<file path="config.mk">
export PLATFORM = sky130hd
export DESIGN_NAME = vga_scan_pipeline_flat
export DESIGN_NICKNAME = d
export VERILOG_FILES = /design/src/rtl/vga_scan_pipeline_if.sv /design/src/rtl/vga_scan_pipeline.sv /design/src/flat_wrapper.sv
export SDC_FILE = /design/constraint.sdc
export NUM_CORES = 1
export LEC_CHECK = 0
export BUFFER_PORTS_ARGS = -buffer_cell sky130_fd_sc_hd__buf_2
export CORE_UTILIZATION = 40
export DETAILED_ROUTE_END_ITERATION = 16
export PLACE_DENSITY = 0.67
export SLEW_MARGIN = 20
export SYNTH_ARGS = -nofsm -noshare
export SYNTH_HDL_FRONTEND = slang
export SYNTH_SLANG_ARGS = --single-unit
</file>
<file path="constraint.sdc">
create_clock -name Clk -period 2.34 [get_ports Clk]
set_input_delay 0 -clock Clk [delete_from_list [all_inputs] [get_ports Clk]]
set_output_delay 0 -clock Clk [all_outputs]
set_load 0.01 [all_outputs]
</file>
<file path="src/rtl/vga_scan_pipeline_if.sv">
// Bus between the scan pipeline, the colour mapper and the VGA connector.
//   master : the scan pipeline (drives coordinates and VGA pins, takes pix_en and mapper RGB)
//   slave  : the surrounding top level / mapper (drives pix_en and RGB, observes the rest)
// Signals:
//   pix_en              pixel-tick enable, one Clk cycle wide
//   Color_R/G/B         mapper RGB for the coordinates presented PIPE_DEPTH ticks earlier
//   DrawX/DrawY         current scan coordinates
//   frame_start         pix_en cycle at coordinate (0,0)
//   VGA_HS/VS/BLANK_N   registered sync and blank
//   VGA_SYNC_N          tied low
//   VGA_R/G/B           registered colour
interface vga_scan_pipeline_if;
   localparam int unsigned CW = 10;
   localparam int unsigned PW = 8;

   logic          pix_en;
   logic [PW-1:0] Color_R;
   logic [PW-1:0] Color_G;
   logic [PW-1:0] Color_B;
   logic [CW-1:0] DrawX;
   logic [CW-1:0] DrawY;
   logic          frame_start;
   logic          VGA_HS;
   logic          VGA_VS;
   logic          VGA_BLANK_N;
   logic          VGA_SYNC_N;
   logic [PW-1:0] VGA_R;
   logic [PW-1:0] VGA_G;
   logic [PW-1:0] VGA_B;

   modport master (
      input  pix_en, Color_R, Color_G, Color_B,
      output DrawX, DrawY, frame_start,
             VGA_HS, VGA_VS, VGA_BLANK_N, VGA_SYNC_N, VGA_R, VGA_G, VGA_B
   );

   modport slave (
      output pix_en, Color_R, Color_G, Color_B,
      input  DrawX, DrawY, frame_start,
             VGA_HS, VGA_VS, VGA_BLANK_N, VGA_SYNC_N, VGA_R, VGA_G, VGA_B
   );
endinterface

</file>
<file path="src/rtl/vga_scan_pipeline.sv">
// VGA raster scan generator with a sync/blank delay line matched to the
// external colour-mapper latency, and a registered output stage.
// Ports:
//   Clk      system clock
//   Reset_n  asynchronous active-low reset
//   bus      vga_scan_pipeline_if.master (pix_en, mapper RGB in; coordinates,
//            frame_start and VGA pins out)
module vga_scan_pipeline #(
   parameter int unsigned H_VISIBLE  = 640,
   parameter int unsigned H_FRONT    = 16,
   parameter int unsigned H_SYNC     = 96,
   parameter int unsigned H_BACK     = 48,
   parameter int unsigned V_VISIBLE  = 480,
   parameter int unsigned V_FRONT    = 10,
   parameter int unsigned V_SYNC     = 2,
   parameter int unsigned V_BACK     = 33,
   parameter int unsigned PIPE_DEPTH = 0
) (
   input  logic                 Clk,
   input  logic                 Reset_n,
   vga_scan_pipeline_if.master  bus
);
   localparam int unsigned CW      = 10;
   localparam int unsigned PW      = 8;
   localparam int unsigned H_TOTAL = H_VISIBLE + H_FRONT + H_SYNC + H_BACK;
   localparam int unsigned V_TOTAL = V_VISIBLE + V_FRONT + V_SYNC + V_BACK;

   localparam logic [CW-1:0] H_LAST   = CW'(H_TOTAL - 1);
   localparam logic [CW-1:0] V_LAST   = CW'(V_TOTAL - 1);
   localparam logic [CW-1:0] H_VIS    = CW'(H_VISIBLE);
   localparam logic [CW-1:0] V_VIS    = CW'(V_VISIBLE);
   localparam logic [CW-1:0] HS_START = CW'(H_VISIBLE + H_FRONT);
   localparam logic [CW-1:0] HS_END   = CW'(H_VISIBLE + H_FRONT + H_SYNC);
   localparam logic [CW-1:0] VS_START = CW'(V_VISIBLE + V_FRONT);
   localparam logic [CW-1:0] VS_END   = CW'(V_VISIBLE + V_FRONT + V_SYNC);

   // Delay-line word is {hs, vs, vis}; idle value is syncs inactive, blanked.
   localparam logic [2:0] IDLE_BITS = 3'b110;

   logic [CW-1:0] hc;
   logic [CW-1:0] vc;
   logic [2:0]    cur_c;
   logic [2:0]    dly_c;

   // Raster counters; vc advances on the hc wrap.
   always_ff @(posedge Clk or negedge Reset_n) begin
      if (!Reset_n) begin
         hc <= '0;
         vc <= '0;
      end else if (bus.pix_en) begin
         if (hc == H_LAST) begin
            hc <= '0;
            vc <= (vc == V_LAST) ? '0 : vc + CW'(1);
         end else begin
            hc <= hc + CW'(1);
         end
      end
   end

   // Sync/blank decode of the current counter value.
   always_comb begin
      cur_c    = IDLE_BITS;
      cur_c[2] = !((hc >= HS_START) && (hc < HS_END));
      cur_c[1] = !((vc >= VS_START) && (vc < VS_END));
      cur_c[0] = (hc < H_VIS) && (vc < V_VIS);
   end

   // Delay line aligning sync/blank with the mapper's RGB latency.
   generate
      if (PIPE_DEPTH == 0) begin : g_bypass
         assign dly_c = cur_c;
      end else begin : g_line
         localparam int unsigned LW = 3 * PIPE_DEPTH;
         logic [LW-1:0] line_q;

         always_ff @(posedge Clk or negedge Reset_n) begin
            if (!Reset_n) begin
               line_q <= {PIPE_DEPTH{IDLE_BITS}};
            end else if (bus.pix_en) begin
               line_q <= (line_q << 3) | LW'(cur_c);
            end
         end

         assign dly_c = line_q[LW-1 -: 3];
      end
   endgenerate

   // Registered VGA pins; colour is forced to black outside the visible region.
   always_ff @(posedge Clk or negedge Reset_n) begin
      if (!Reset_n) begin
         bus.VGA_HS      <= 1'b1;
         bus.VGA_VS      <= 1'b1;
         bus.VGA_BLANK_N <= 1'b0;
         bus.VGA_R       <= '0;
         bus.VGA_G       <= '0;
         bus.VGA_B       <= '0;
      end else if (bus.pix_en) begin
         bus.VGA_HS      <= dly_c[2];
         bus.VGA_VS      <= dly_c[1];
         bus.VGA_BLANK_N <= dly_c[0];
         bus.VGA_R       <= dly_c[0] ? bus.Color_R : PW'(0);
         bus.VGA_G       <= dly_c[0] ? bus.Color_G : PW'(0);
         bus.VGA_B       <= dly_c[0] ? bus.Color_B : PW'(0);
      end
   end

   assign bus.DrawX       = hc;
   assign bus.DrawY       = vc;
   assign bus.frame_start = bus.pix_en && (hc == '0) && (vc == '0);
   assign bus.VGA_SYNC_N  = 1'b0;

endmodule

</file>
<file path="src/flat_wrapper.sv">
// flat-port wrapper written by rule: the top's interface ports become plain ports
module vga_scan_pipeline_flat 
#(
   parameter int unsigned H_VISIBLE  = 640,
   parameter int unsigned H_FRONT    = 16,
   parameter int unsigned H_SYNC     = 96,
   parameter int unsigned H_BACK     = 48,
   parameter int unsigned V_VISIBLE  = 480,
   parameter int unsigned V_FRONT    = 10,
   parameter int unsigned V_SYNC     = 2,
   parameter int unsigned V_BACK     = 33,
   parameter int unsigned PIPE_DEPTH = 0
)
  (Clk, Reset_n, bus_pix_en, bus_Color_R, bus_Color_G, bus_Color_B, bus_DrawX, bus_DrawY, bus_frame_start, bus_VGA_HS, bus_VGA_VS, bus_VGA_BLANK_N, bus_VGA_SYNC_N, bus_VGA_R, bus_VGA_G, bus_VGA_B);
  vga_scan_pipeline_if bus_i ();
  input  logic Clk;
  input  logic Reset_n;
  input wire logic [$bits(bus_i.pix_en)-1:0] bus_pix_en;
  input wire logic [$bits(bus_i.Color_R)-1:0] bus_Color_R;
  input wire logic [$bits(bus_i.Color_G)-1:0] bus_Color_G;
  input wire logic [$bits(bus_i.Color_B)-1:0] bus_Color_B;
  output wire logic [$bits(bus_i.DrawX)-1:0] bus_DrawX;
  output wire logic [$bits(bus_i.DrawY)-1:0] bus_DrawY;
  output wire logic [$bits(bus_i.frame_start)-1:0] bus_frame_start;
  output wire logic [$bits(bus_i.VGA_HS)-1:0] bus_VGA_HS;
  output wire logic [$bits(bus_i.VGA_VS)-1:0] bus_VGA_VS;
  output wire logic [$bits(bus_i.VGA_BLANK_N)-1:0] bus_VGA_BLANK_N;
  output wire logic [$bits(bus_i.VGA_SYNC_N)-1:0] bus_VGA_SYNC_N;
  output wire logic [$bits(bus_i.VGA_R)-1:0] bus_VGA_R;
  output wire logic [$bits(bus_i.VGA_G)-1:0] bus_VGA_G;
  output wire logic [$bits(bus_i.VGA_B)-1:0] bus_VGA_B;
  assign bus_i.pix_en = bus_pix_en;
  assign bus_i.Color_R = bus_Color_R;
  assign bus_i.Color_G = bus_Color_G;
  assign bus_i.Color_B = bus_Color_B;
  assign bus_DrawX = bus_i.DrawX;
  assign bus_DrawY = bus_i.DrawY;
  assign bus_frame_start = bus_i.frame_start;
  assign bus_VGA_HS = bus_i.VGA_HS;
  assign bus_VGA_VS = bus_i.VGA_VS;
  assign bus_VGA_BLANK_N = bus_i.VGA_BLANK_N;
  assign bus_VGA_SYNC_N = bus_i.VGA_SYNC_N;
  assign bus_VGA_R = bus_i.VGA_R;
  assign bus_VGA_G = bus_i.VGA_G;
  assign bus_VGA_B = bus_i.VGA_B;
  vga_scan_pipeline #(.H_VISIBLE(H_VISIBLE), .H_FRONT(H_FRONT), .H_SYNC(H_SYNC), .H_BACK(H_BACK), .V_VISIBLE(V_VISIBLE), .V_FRONT(V_FRONT), .V_SYNC(V_SYNC), .V_BACK(V_BACK), .PIPE_DEPTH(PIPE_DEPTH)) u_core (.Clk(Clk), .Reset_n(Reset_n), .bus(bus_i));
endmodule
</file>
* After elaboration in Yosys (flattened, before gate mapping)
Index checks and enable logic that the tools add are counted.
** Storage, ports and cells
- Output and inout port bits :: 49
- Input bits :: 27
- Register bits after elaboration :: 47
** Cells by class
- $add $sub $neg :: 2
- Reduce and logical (&&, ||, !) cells :: 10
- Muxes and demuxes :: 5
- Eq/ne operators :: 2
- Order comparisons :: 6
** Operator list (count)
- 8-bit 2-to-1 mux :: 3
- 10-bit by 1-bit adder with 10-bit output, second input constant :: 2
- 10-bit == test, second input constant :: 2
- 10-bit zero test :: 2
- 10-bit < comparator, second input constant :: 2
- 10-bit by 9-bit < comparator with 1-bit output, second input constant :: 2
- 10-bit 2-to-1 mux :: 2
- 10-bit >= comparator, second input constant :: 1
- 10-bit by 9-bit >= comparator with 1-bit output, second input constant :: 1
- 1-bit logical AND :: 5
- 1-bit zero test :: 2
- 2-bit AND reduction :: 1

* Logic depth before layout (Yosys ltp)
Gate-level depths: netlist of the first run.
- Depth after elaboration :: 3
- Gate-level depth with buffers :: 7

* Worst setup path before layout of the first run
Ideal clock, no wire load.
- Path kind :: register to register
- From :: reg u_core.hc[0], in the netlist u_core.bus.DrawX[0]
- To :: reg u_core.vc[8], in the netlist u_core.bus.DrawY[8]
- Clock period less this slack :: 1.842 ns
- Path slack :: 0.498 ns
- Library setup time :: 0.127 ns
- Data required time :: 2.213 ns
- Arrival :: 1.715 ns
- Cell stages (with the launch flop) :: 7
- Buffers on the path :: 1
- Path through :: dfrtp_1 -> ha_1 -> and4_1 -> clkbuf_4 -> nand3_4 -> or4_4 -> xnor2_2
** Between the ends
- Cells in the longest elaborated chain, start to end :: 2
** RTL lines
- from (decl) :: RTL line vga_scan_pipeline.sv:40 : logic [CW-1:0] hc;
- from (signal assigned) :: RTL line vga_scan_pipeline.sv:55 : hc <= hc + CW'(1);
- 10-bit == test :: RTL line vga_scan_pipeline.sv:51 : if (hc == H_LAST) begin
- 2-bit AND reduction (no source line)
- to (signal assigned) :: RTL line vga_scan_pipeline.sv:53 : vc <= (vc == V_LAST) ? '0 : vc + CW'(1);
- to (decl) :: RTL line vga_scan_pipeline.sv:41 : logic [CW-1:0] vc;
No other way between the ends.
A chain may end at the register's enable or synchronous reset.

* Final worst setup path of the first run
- From :: reg u_core.hc[0], in the netlist u_core.bus.DrawX[0]
- To :: out bus_frame_start
** Between the ends
- Cells in the longest elaborated chain, start to end :: 3
** RTL lines
- 10-bit zero test :: RTL line vga_scan_pipeline.sv:109 : assign bus.frame_start = bus.pix_en && (hc == '0) && (vc == '0);
- 1-bit logical AND (2 in a row) :: RTL line vga_scan_pipeline.sv:109
- to (decl) :: RTL line flat_wrapper.sv:24 : output wire logic [$bits(bus_i.frame_start)-1:0] bus_frame_start;
No other way between the ends.

==> reports/results.ini, run 1 <==
[status]
status=finished, final reports clean

[timing]
layout_worst_path_cycle_share=0.924
skew_ns=0.00586
rsz0062_at_grt=false
setup_ws_ns=0.179
hold_violations=0
max_freq_ghz=0.463
fin_setup_tns_ns=0
slew-limit-headroom=0.607
tightest_slew_ns=0.589
setup_viol=0
drv_slew=0
period_needed_ns=2.16

[floorplan]
core-area_um2=4880
die_area_um2=5530
num_rows=25
start_util=0.429
die_w_um=74.3
die_height_um=74.3
io_pins=76

[route]
wl_per_cell_um=14.9
drt-total-wl_mm=5.18
drt_iter0_drc=117
vias=1790
dr.pass1.iters=4
vias_per_cell=5.14
drc=0
ant_nets=0

[critical_path]
endpoint=bus_frame_start
timing.rr.start=u_core.bus.DrawX[0]
worstSetupPathType=reg2out
critical-path-top-delay-family=simple AND/OR/NAND/NOR gates
critPathMaxStageDelay_ns=0.44
crit_slowest_cell=or4b_1
required_ns=2.34
crit_top_cell=nor4_1
reg2reg_slack_ns=0.39
crit_path_max_fanout=5
critical_path_buf_inv_count=2
crit_path_start=u_core.bus.DrawX[0]
r2r_end=u_core.bus.DrawY[8]
endpoint_kind=primary output
worstSetupStartpointType=register
r2r_cells=5
crit_chain=inv_1 > ha_1 > or4b_1 > nor4_1 > nand4b_1 > nor4_1 > buf_2
worst-path-stages=7
cp.arrival_ns=2.16

[final_layout]
final_common_cell=buf_2
fin_nets=311
utilization=0.595
syn_to_final_growth_pct=38.6
insertedDiodeCount=0
final_cell_mix=73 x buf_2, 45 x dfrtp_1, 25 x dlygate4sd3_1
drive_gt1_frac=0.352
finalInstanceArea_um2=2900
stdcell_count=348

[yosys]
ys_seq_elements=47
ys_warn_count=0
syn_area_per_cell_um2=11.7
synthArstFlopShare=1.00
synthesis.area_um2=2090
synth.distinct_cells=45
synth_edf_count=0
synth_seq_area_share=0.563
synth_fp_nets=210
syn-instance-count=179
ys.flop_type=dfrtp_1

[global_routing]
grt_usage=0.197
grt_max_degree=48
grt_pass1_wl_mm=8.18
grt_pass1_vias=1680
grt.overflow.total=0
grt_antenna_before_repair=0

[clock_network]
cts_made_buffers=5
cts_root_buf=clkbuf_8
htree_num_levels=2
cts.path.max_buffers=2
cts.sinks=47
worstSkewPairLatency_ns=0.30
cts_tree=done
cts.repair.resized=0
clk_pin_slew_worst_paths_ns=0.09

[place]
dp_cells=315
dp_slack_ns=0.391
dp.final_hpwl_mm=3.39
io_buffers=74
place_area_um2=2530
routabilityCongestion=0.784

[power]
cellPowerDensity_nw_per_um2=684
p_leak_nw=1.46
peakVddDrop_v=0.000359

[min_path]
hold_path.class=in2reg

[run]
drv_cap=0

## kinds of logic after synthesis
| logic type | after synthesis | share of synthesized area |
|---|---|---|
| other cells | 1 | 0.00179 |
| fa+ha+maj | 4 | 0.0239 |
| simple gates | 61 | 0.180 |
| compound gates | 39 | 0.143 |
| xor+xnor | 10 | 0.0454 |
| flops | 47 | 0.563 |
| buf+inv | 15 | 0.0329 |
| mux | 2 | 0.00956 |
## per-stage QoR
step | power, mW | hold WS (ns)
finish | 1.99 | 0.0268
global placement | 1.35 | 0.216
global route | 2.09 | 0.0353
CTS | 2.01 | 0.0136
floorplan | 1.19 | -0.296
detailed placement | 1.36 | 0.220
## worst register-to-register path, stage by stage, from the launching register on
cell and delay (ns):
dfrtp_1 0.42, ha_1 0.19, and4_1 0.34, nand3_4 0.18, or4_4 0.58, xnor2_2 0.14
## worst min-delay path by stage
| stage | from | end | cells after the start |
|---|---|---|---|
| 2_1_floorplan | Reset_n | u_core.bus.DrawX[0] | 0 |
| 3_3_place_gp | bus_Color_B[7] | u_core.bus.VGA_B[7] | 2 |
| 3_5_place_dp | bus_Color_R[0] | u_core.bus.VGA_R[0] | 2 |
| 4_1_cts | bus_pix_en | u_core.bus.VGA_VS | 3 |
| 5_1_grt | bus_pix_en | u_core.bus.VGA_VS | 3 |
| 6_report | bus_pix_en | u_core.bus.VGA_VS | 3 |
## area by class of cell
type | count | area (µm²)
fill | 447 | 1980
sequential | 47 | 1180
multi-input combinational | 117 | 851
timing repair buffer | 102 | 646
tap | 67 | 83.8
clock buffer | 5 | 68.8
clock inverter | 3 | 47.5
inverter | 7 | 26.3
## synthesized netlist by cell type, types with 2 or more instances
library cell  number  area share
nand2_1           16       0.029
o21ai_0            6       0.014
nor3_1             5       0.012
nand3_1            9       0.022
nand4b_1           2      0.0084
and3_1             3      0.0090
nor2_1             3      0.0054
ha_1               4       0.024
nand4_1            3      0.0090
xor2_1             6       0.025
nor4_1             5       0.015
dfrtp_1           45        0.54
inv_1              6       0.011
a22o_1            24        0.10
and3_2             2      0.0072
xnor2_1            3       0.013
mux2i_1            2      0.0096
a21oi_1            3      0.0072
and4_1             2      0.0084
buf_2              4      0.0096
dfstp_2            2       0.025
## sequential cells by signal, summed over array words and instances (netlist names)
| name | flops |
|---|---|
| u_core.bus.VGA_BLANK_N | 1 |
| u_core.bus.VGA_G | 8 |
| u_core.bus.VGA_VS | 1 |
| u_core.bus.DrawX | 10 |
| u_core.bus.VGA_R | 8 |
| u_core.bus.DrawY | 10 |
| u_core.bus.VGA_B | 8 |
| u_core.bus.VGA_HS | 1 |
## where the power goes
group,switching [mW],total [mW],internal [mW]
sequential,0.100,0.992,0.892
combinational,0.184,0.379,0.195
clock,0.291,0.615,0.324
## timing repair
item / CTS / global route
setup buffers: 0 / 0
hold endpoints to repair: 69 / 0
hold buffers: 25 / 0
setup endpoints to repair: 0 / 0
## per-layer routing
layer / wire, µm / up-vias / GRT usage
met2: 2640 / 46 / 0.339
li1: - / 860 / -
met3: 201 / 7 / 0.0447
met4: 78 / 0 / 0.0692
met1: 2260 / 877 / 0.244
met5: 0 / - / 0
Power figures use the tool's default switching activity.
==> run 2: changes to the inputs <==
Settings changed: BUFFER_PORTS_ARGS -buffer_cell sky130_fd_sc_hd__buf_2 to not set, DONT_BUFFER_PORTS set to 1, PLACE_DENSITY 0.67 to not set, RECOVER_POWER set to 25.
==> reports/results.ini, run 2 (same netlist as run 1, synthesis figures left out) <==
[timing]
setup_viol=0
max_freq_ghz=0.442
skew_ns=0.00912
layout_worst_path_cycle_share=0.967
slew-limit-headroom=0.239
period_needed_ns=2.26
drv_slew=0
hold_violations=0
fin_setup_tns_ns=0
tightest_slew_ns=1.14

[clock_network]
cts.sinks=47
clk_pin_slew_worst_paths_ns=0.08
cts.path.max_buffers=2
htree_num_levels=2
postCtsSetupBuffers=0
worstSkewPairLatency_ns=0.31
cts_made_buffers=5
cts_tree=done
cts_root_buf=clkbuf_8

[status]
status=finished, final reports clean

[global_routing]
grtUsageMet2=0.306
grt_max_degree=48
grt.overflow.total=0
grt_usage=0.185
gr-usage-met3=0.0515
grt_pass1_vias=1576
grt_antenna_before_repair=0
grt_pass1_wl_mm=7.63
gr-usage-met1=0.230
grt.busiest_layer=met2

[route]
drt-total-wl_mm=5.03
vias_per_cell=5.66
ant_nets=0
drt_iter0_drc=39
dr.pass1.iters=4
vias=1556
wl_per_cell_um=18.3
drc=0

[place]
io_buffers=0
dp_cells=240
dp.final_hpwl_mm=3.16
routabilityCongestion=0.853
place_area_um2=2150

[power]
p_leak_nw=1.15
p_total_mw=1.90
peakVddDrop_v=0.000475
cellPowerDensity_nw_per_um2=746

[critical_path]
critPathMaxStageDelay_ns=0.47
crit_path_max_fanout=5
crit_slowest_cell=or4b_1
crit_chain=inv_1 > ha_1 > or4b_1 > nor4_2 > nand4b_1 > nor4_2 > buf_4
r2r_cells=5
worst-path-stages=7
critical-path-top-delay-family=simple AND/OR/NAND/NOR gates
critical_path_buf_inv_count=2
endpoint_kind=primary output
worstSetupStartpointType=register
required_ns=2.34
cp.arrival_ns=2.26
worstSetupPathType=reg2out
crit_top_cell=nor4_2

[final_layout]
final_cell_mix=43 x dfrtp_1, 26 x dlygate4sd3_1, 24 x a22o_1
n_fill_cell=441
final_common_cell=dfrtp_1
finalInstanceArea_um2=2550
insertedDiodeCount=0
fin_nets=238
multi_input_area_um2=863
ff_latch_area_um2=1180
drive_gt1_frac=0.139
stdcell_count=275
syn_to_final_growth_pct=21.9

[min_path]
hold_depth=3
hold_path.class=in2reg

[floorplan]
die_height_um=74.3
num_rows=25
die_area_um2=5530
start_util=0.429
die_w_um=74.3
io_pins=76
core-area_um2=4880

[run]
drv_cap=0

-- run 2: changes by cell type in the layout (fill, tap and decap cells not counted) --
| cell | delta |
|---|---|
| dfrtp_2 | +2 |
| nor4_2 | +2 |
| dlygate4sd3_1 | +1 |
| dfrtp_1 | -2 |
| nor4_1 | -2 |
| clkbuf_2 | +1 |
| buf_4 | -2 |
| buf_2 | -73 |
-- run 2: path summary, 6_finish.rpt --
kind,to,slack [ns],start
hold reg to reg,u_core.bus.VGA_VS,0.54,u_core.bus.VGA_VS
min in group asynchronous,u_core.bus.VGA_B[0],0.47,Reset_n
hold / removal,u_core.bus.DrawX[0],0.12,bus_pix_en
max in group asynchronous,u_core.bus.DrawX[0],1.10,Reset_n
setup reg to reg,u_core.bus.DrawY[8],0.34,u_core.bus.DrawX[0]
setup / recovery,bus_frame_start,0.08,u_core.bus.DrawX[0]
-- run 2: per-layer routing --
metal  vias to the layer above  wire, µm  part of all wire
met2                        63      2540              0.50
met5                         -         0                 0
met3                         7       350             0.070
met1                       777      2090              0.41
met4                         0        57             0.011
li1                        709         -                 -
-- run 2: power by group --
part / internal, mW / total [mW] / switching [mW]
logic: 0.129 / 0.240 / 0.111
registers: 0.893 / 1.06 / 0.163
clock network: 0.324 / 0.607 / 0.283
total: 1.35 / 1.90 / 0.558
-- run 2: layout make-up --
type | count | area share
clock buffers | 5 | 0.0270
clock inverters | 3 | 0.0186
inverters | 7 | 0.0103
multi-input cells | 117 | 0.338
flip-flops and latches | 47 | 0.463
well taps | 67 | 0.0329
repair buffers | 29 | 0.110
-- run 2: what timing repair did --
| item | CTS | global route |
|---|---|---|
| gates resized for setup | 0 | 4 |
| setup endpoints to repair | 0 | 1 |
| hold endpoints to repair | 76 | 0 |
| hold buffers | 27 | 0 |
-- run 2: per-stage QoR --
stage	utilization	hold WS [ns]	setup WS, ns
after global placement	0.442	-0.294	0.337
after global routing	0.523	0.131	-0.0190
after detailed placement	0.442	-0.294	0.297
after floorplan	-	-0.296	0.498
after CTS	0.524	0.110	0.0317
final	0.523	0.125	0.0768
-- run 2: worst min-delay path: stages --
cell	delay [ns]
inv_2	0.18
nand2_1	0.12
o21ai_0	0.08
==> run 3: changes to the inputs <==
Settings changed: CORE_UTILIZATION 40 to 50, GPL_TIMING_DRIVEN set to 0.
==> reports/results.ini, run 3 (same netlist as run 1, synthesis figures left out) <==
[route]
wl_per_cell_um=19.5
ant_nets=0
vias_per_cell=6.00
drc=0
dr.pass1.iters=4
drt_iter0_drc=68
vias=1584
drt-total-wl_mm=5.15

[place]
dp.final_hpwl_mm=3.24
io_buffers=0
place_area_um2=2160
dp_slack_ns=0.275
routabilityCongestion=0.790

[floorplan]
die_area_um2=4450
die_height_um=66.7
start_util=0.523
core-area_um2=4000
io_pins=76
die_w_um=66.7
num_rows=23

[timing]
max_freq_ghz=0.466
hold_violations=0
slew-limit-headroom=0.242
period_needed_ns=2.14
rsz0062_at_grt=false
setup_ws_ns=0.196
setup_viol=0
hold_ws_ns=0.179
fin_setup_tns_ns=0
layout_worst_path_cycle_share=0.916
tightest_slew_ns=1.14
skew_ns=0.00929
drv_slew=0

[clock_network]
cts_root_buf=clkbuf_8
cts_tree=done
clk_pin_slew_worst_paths_ns=0.09
cts.sinks=47
cts.path.max_buffers=2
postCtsSetupBuffers=0
worstSkewPairLatency_ns=0.30
htree_num_levels=2
cts_made_buffers=5

[critical_path]
crit_chain=inv_1 > ha_1 > or4b_1 > nor4_1 > nand4b_1 > nor4_4
required_ns=2.34
crit_path_max_fanout=5
endpoint_kind=primary output
worstSetupStartpointType=register
critPathMaxStageDelay_ns=0.47
crit_slowest_cell=dfrtp_1
worstSetupPathType=reg2out
cp.arrival_ns=2.14

[power]
p_total_mw=1.79
cellPowerDensity_nw_per_um2=710
p_leak_nw=1.15
peakVddDrop_v=0.000381

[final_layout]
insertedDiodeCount=0
final_cell_mix=45 x dfrtp_1, 26 x dlygate4sd3_1, 24 x a22o_1
final_common_cell=dfrtp_1
fin_nets=244
syn_to_final_growth_pct=20.4
drive_gt1_frac=0.131
finalInstanceArea_um2=2520

[global_routing]
grt_pass1_wl_mm=7.99
grt_max_degree=48
grt_antenna_before_repair=0
grt_pass1_vias=1571
grt_usage=0.248
grt.overflow.total=0

[status]
status=finished, final reports clean

[run]
drv_cap=0

[min_path]
hold_path.class=in2reg

[run 3: per-layer routing]
| layer | track usage | routed length (µm) | vias to the layer above |
|---|---|---|---|
| li1 | - | - | 725 |
| met1 | 0.305 | 2200 | 793 |
| met2 | 0.403 | 2530 | 58 |
| met3 | 0.0890 | 344 | 8 |
| met4 | 0.0771 | 71 | 0 |
| met5 | 0 | 0 | - |
[run 3: area by class of cell]
type                       count  area, µm²
tap                           50       62.6
multi-input combinational    117        861
inverter                       7       26.3
clock inverter                 2       12.5
sequential                    47       1180
buffer                         8       42.5
fill                         323       1480
clock buffer                   6       72.6
timing repair buffer          27        265
[run 3: per-stage QoR]
stage | cells | util
floorplan | 179 | -
global placement | 229 | 0.539
detailed placement | 229 | 0.539
CTS | 264 | 0.634
global route | 264 | 0.630
finish | 264 | 0.630
[run 3: report_power, final]
group | internal, mW | total [mW] | switching, mW
logic | 0.132 | 0.250 | 0.118
registers | 0.891 | 1.05 | 0.162
clock network | 0.209 | 0.486 | 0.277
total | 1.23 | 1.79 | 0.556
[run 3: critical path: cells and delay by family, from the launching register on]
| family | cells | cell delay (ns) |
|---|---|---|
| fa+ha+maj | 1 | 0.15 |
| flops | 1 | 0.47 |
| simple gates | 4 | 1.12 |
| buf+inv | 1 | 0.11 |
[run 3: repair_timing]
item | 4_1_cts | 5_1_grt
endpoints found under the hold margin | 72 | 0
setup endpoints to repair | 1 | 1
resized for setup | 1 | 1
pin swaps | 0 | 1
hold buffers | 27 | 0
[run 3: final timing paths]
kind                                          start                  end  slack [ns]  cells after the start
worst max-delay path            u_core.bus.DrawX[0]      bus_frame_start        0.20                      6
worst min-delay path                     bus_pix_en  u_core.bus.DrawX[4]        0.18                      3
worst max register to register  u_core.bus.DrawX[0]  u_core.bus.DrawY[8]        0.30                      6
worst min register to register    u_core.bus.VGA_VS    u_core.bus.VGA_VS        0.52                      2
max in group asynchronous                   Reset_n  u_core.bus.DrawY[6]        1.15                      2
min in group asynchronous                   Reset_n  u_core.bus.DrawY[2]        0.50                      2
